==> config.mk <==
export PLATFORM = sky130hd
export DESIGN_NAME = up_down_counter_flat
export DESIGN_NICKNAME = d
export VERILOG_FILES = /design/src/rtl/up_down_counter_pkg.sv /design/src/rtl/up_down_counter_if.sv /design/src/rtl/up_down_counter.sv /design/src/flat_wrapper.sv
export SDC_FILE = /design/constraint.sdc
export NUM_CORES = 1
export LEC_CHECK = 0
export BUFFER_PORTS_ARGS = -buffer_cell sky130_fd_sc_hd__buf_2
export CORE_MARGIN = 5
export CORE_UTILIZATION = 30
export CTS_CLUSTER_SIZE = 25
export DETAILED_ROUTE_END_ITERATION = 10
export HOLD_SLACK_MARGIN = 0.12
export PLACE_DENSITY = 0.6
export REMOVE_ABC_BUFFERS = 1
export SLEW_MARGIN = 25
export SYNTH_ARGS = -nofsm -noshare
export SYNTH_HDL_FRONTEND = slang
export SYNTH_SLANG_ARGS = --single-unit
==> constraint.sdc <==
create_clock -name clk -period 2.46 [get_ports clk]
set_input_delay 0.369 -clock clk [delete_from_list [all_inputs] [get_ports clk]]
set_output_delay 0.369 -clock clk [all_outputs]
set_load 0.005 [all_outputs]
==> src/rtl/up_down_counter_pkg.sv <==
// up_down_counter_pkg: shared width default and count direction encodings
package up_down_counter_pkg;
  localparam int N_DEFAULT = 10;
  localparam logic DIR_UP = 1'b0;
  localparam logic DIR_DOWN = 1'b1;
endpackage

==> src/rtl/up_down_counter_if.sv <==
// up_down_counter_if: load/count control bundle with registered count and terminal-count flag
interface up_down_counter_if #(parameter int N = 10);
  logic load;
  logic [N-1:0] in;
  logic en;
  logic din;
  logic [N-1:0] out;
  logic cout;
  modport master (output load, in, en, din, input out, cout);
  modport slave (input load, in, en, din, output out, cout);
endinterface

==> src/rtl/up_down_counter.sv <==
// up_down_counter: N-bit loadable up/down counter with combinational wrap indicator
module up_down_counter
  import up_down_counter_pkg::*;
#(
  parameter int N = N_DEFAULT
) (
  input logic clk,
  input logic rst,
  up_down_counter_if.slave bus
);
  logic [N-1:0] nxt;
  // next count: load wins over stepping; disabled count holds
  always_comb begin
    nxt = bus.load ? bus.in : !bus.en ? bus.out : bus.din == DIR_DOWN ? bus.out - N'(1) : bus.out + N'(1);
    bus.cout = !rst && !bus.load && bus.en && (bus.din == DIR_DOWN ? bus.out == '0 : &bus.out);
  end
  // count register with synchronous reset taking priority
  always_ff @(posedge clk) bus.out <= rst ? '0 : nxt;
endmodule

==> src/flat_wrapper.sv <==
// flat-port wrapper written by rule: the top's interface ports become plain ports
module up_down_counter_flat import up_down_counter_pkg::*;
#(
  parameter int N = N_DEFAULT
)
  (clk, rst, bus_load, bus_in, bus_en, bus_din, bus_out, bus_cout);
  up_down_counter_if #(.N(N)) bus_i ();
  input logic clk;
  input logic rst;
  input wire logic [$bits(bus_i.load)-1:0] bus_load;
  input wire logic [$bits(bus_i.in)-1:0] bus_in;
  input wire logic [$bits(bus_i.en)-1:0] bus_en;
  input wire logic [$bits(bus_i.din)-1:0] bus_din;
  output wire logic [$bits(bus_i.out)-1:0] bus_out;
  output wire logic [$bits(bus_i.cout)-1:0] bus_cout;
  assign bus_i.load = bus_load;
  assign bus_i.in = bus_in;
  assign bus_i.en = bus_en;
  assign bus_i.din = bus_din;
  assign bus_out = bus_i.out;
  assign bus_cout = bus_i.cout;
  up_down_counter #(.N(N)) u_core (.clk(clk), .rst(rst), .bus(bus_i));
endmodule
==> out/metrics.cfg <==
[cells_and_area]
nNetsFinal=158
mostFrequentLayoutCells=buf_2 (25), a21oi_1 (11), nor2_1 (10), dfxtp_1 (10), ha_1 (8)
drive_gt1_share_pct=22.6
finalNonFillerCells=164
top_regs=u_core.bus.out x10
nFillCells=287
diodes=0
areaGrowthSynthToFinish_pct=20.4
regMostFlops=u_core.bus.out
largest_register_ffs=10
final_common_cell=buf_2

[routing]
routed-via-count=903
dr.pass1.iters=4
wl_per_cell_um=14.2
drt_iter0_drc=17
wirelength_mm=2.33
drcViolationCount=0
ant_nets=0
viasPerCell=5.51

[global_route]
grt_max_degree=22
grt_use_met2_pct=20.0
antenna_found_initial=0
met1_usage_pct=14.0
grt_util_met3_pct=0.701
gr-usage-all-layers_pct=11.5
grt_pass1_wl_mm=3.88
grt_pass1_vias=873
overflow=0
busiest_layer=met2

[die]
ios=26
initial_core_util_pct=31.8
die_area_sq_um=4130
fp.dieH_um=64.3
core_sq_um=2780
rows=19
die-width_um=64.3

[power]
peakVddDrop_v=0.000252
p_per_area_nw_per_um2=510
power.leakage_nw=0.498
p_total_mw=0.543

[setup_path]
critPathMaxFanout=7
slowest_stage=fa_1
end_kind=register
worst-path-buf-inv=0
crit_type=reg2reg
worst_path_largest_cell_delay_ns=0.51
critPathTopFamily=compound AO/OA/AOI/OAI gates
arrival_ns=2.13
startpoint_type=register
path_cells=fa_1 > a211oi_1 > o21bai_1 > a21oi_1 > xor2_1 > o22ai_1
crit_required_ns=2.61

[flow_run]
maxCapViolCount=0

[logic_synthesis]
synth_mux_area_share_pct=2.26
ys_types=37
synth-seq-cells=10
yosysTopAreaCell=dfxtp_1
synth_compound_area_share_pct=32.5
syn_avg_cell_area_sq_um=8.12
async_flop_share_pct=0
synth_cells=109
synth_top_area_share_pct=22.6
synth_top_family_by_area=compound AO/OA/AOI/OAI gates
synth_xor_area_share_pct=6.93
ys.flop_type=dfxtp_1
synth_edf_count=0
synthSimpleGateAreaFrac_pct=18.1
synth-adder-area-share_pct=13.6
seq_area_frac_synth_pct=22.6
synthTopCellsByArea=dfxtp_1 (23%), ha_1 (11%), a21oi_1 (6.2%), xor2_1 (5.0%), nor2_1 (4.2%)
synth_area_sq_um=885
yosysWarnings=0

[sta]
holdWs_ns=0.333
slew-limit-headroom_pct=75.0
hold_violations=0
finalSetupTns_ns=0
rsz0062_at_grt=false
finalSetupViolCount=0
final.setup_skew_ns=0.000824
fmax_mhz=503
worst_pin_slew_ns=0.370
post-route-period-util_pct=80.8
min_period_ns=1.99
slew_violations=0

[clock_tree]
clock_tree.buffer_depth=2
cts.reportedPaths.clkPinSlew_ns=0.07
cts_setup_buffers=0
ctsResizeCount=0
hold_buffers=0
cts.sinks=10
cts_root_buffer=clkbuf_4
clkLatencyLatePin_ns=0.26
cts_tree=done
cts_buffers=3
cts-htree-levels=1

[min_path]
min_path_type=in2reg

[placed_design]
post-dp-hpwl_mm=1.80
port_buffers=25
place_congestion=0.810
dp.cells=160

[status]
run_status=complete, no violations

[layer usage]
metal  up-vias  share of wire [%]
met1       419                 47
met5         -                  0
li1        469                  -
met2        13                 50
met4         0                1.2
met3         2                1.4
[logic make-up after synthesis]
group                      after synthesis
buffers and inverters                    9
muxes                                    2
xor gates and xnor gates                 7
and+or+nand+nor                         29
adders and majority gates                9
AOI/OAI and AO/OA                       43
DFF                                     10
[worst paths after layout]
path / from / endpoint / slack (ns) / depth (start not counted)
worst min register to register: u_core.bus.out[3] / u_core.bus.out[3] / 0.61 / 2
worst min-delay path: bus_in[1] / u_core.bus.out[1] / 0.33 / 3
worst max register to register: u_core.bus.out[0] / u_core.bus.out[6] / 0.47 / 6
worst max-delay path: u_core.bus.out[0] / u_core.bus.out[6] / 0.47 / 6
[report_power, final]
| part | internal (mW) | switching (mW) |
|---|---|---|
| logic | 0.0911 | 0.102 |
| registers | 0.177 | 0.0229 |
| clock network | 0.0898 | 0.0608 |
| total | 0.358 | 0.186 |
[stage by stage]
step	cell area, sq um	worst slack (ns)	util (%)
after detailed placement	1030	0.376	37.0
final	1060	0.471	38.3
after global routing	1060	0.342	38.3
after global placement	1030	0.384	37.0
after floorplan	865	0.645	-
after CTS	1060	0.458	38.3
[synth_stat cells (all sizes together), types with 2 or more instances]
cell type / instances
a21oi: 11
dfxtp: 10
nor2: 10
ha: 8
o21ai: 5
xor2: 5
a211oi: 4
a21o: 4
inv: 4
o22ai: 4
clkbuf: 3
nor3: 3
nor3b: 3
o21bai: 3
a211o: 2
a221oi: 2
a31oi: 2
buf: 2
mux2i: 2
nand2: 2
nand2b: 2
nand4: 2
nor4b: 2
o211ai: 2
o21a: 2
xnor2: 2
[area by class of cell]
class | instances | area, sq um | share of cell area (%)
clock buffers | 4 | 36.3 | 3.41
inverters | 4 | 15.0 | 1.41
multi-input cells | 90 | 649 | 61.0
flip-flops and latches | 10 | 200 | 18.8
well taps | 31 | 38.8 | 3.64
repair buffers | 25 | 125 | 11.8
[tightest hold or removal path, stage by stage]
cell     delay (ns)
buf_2          0.08
a21oi_1        0.05
nor2_1         0.07
No activity file was read; power rests on OpenSTA's default activity.
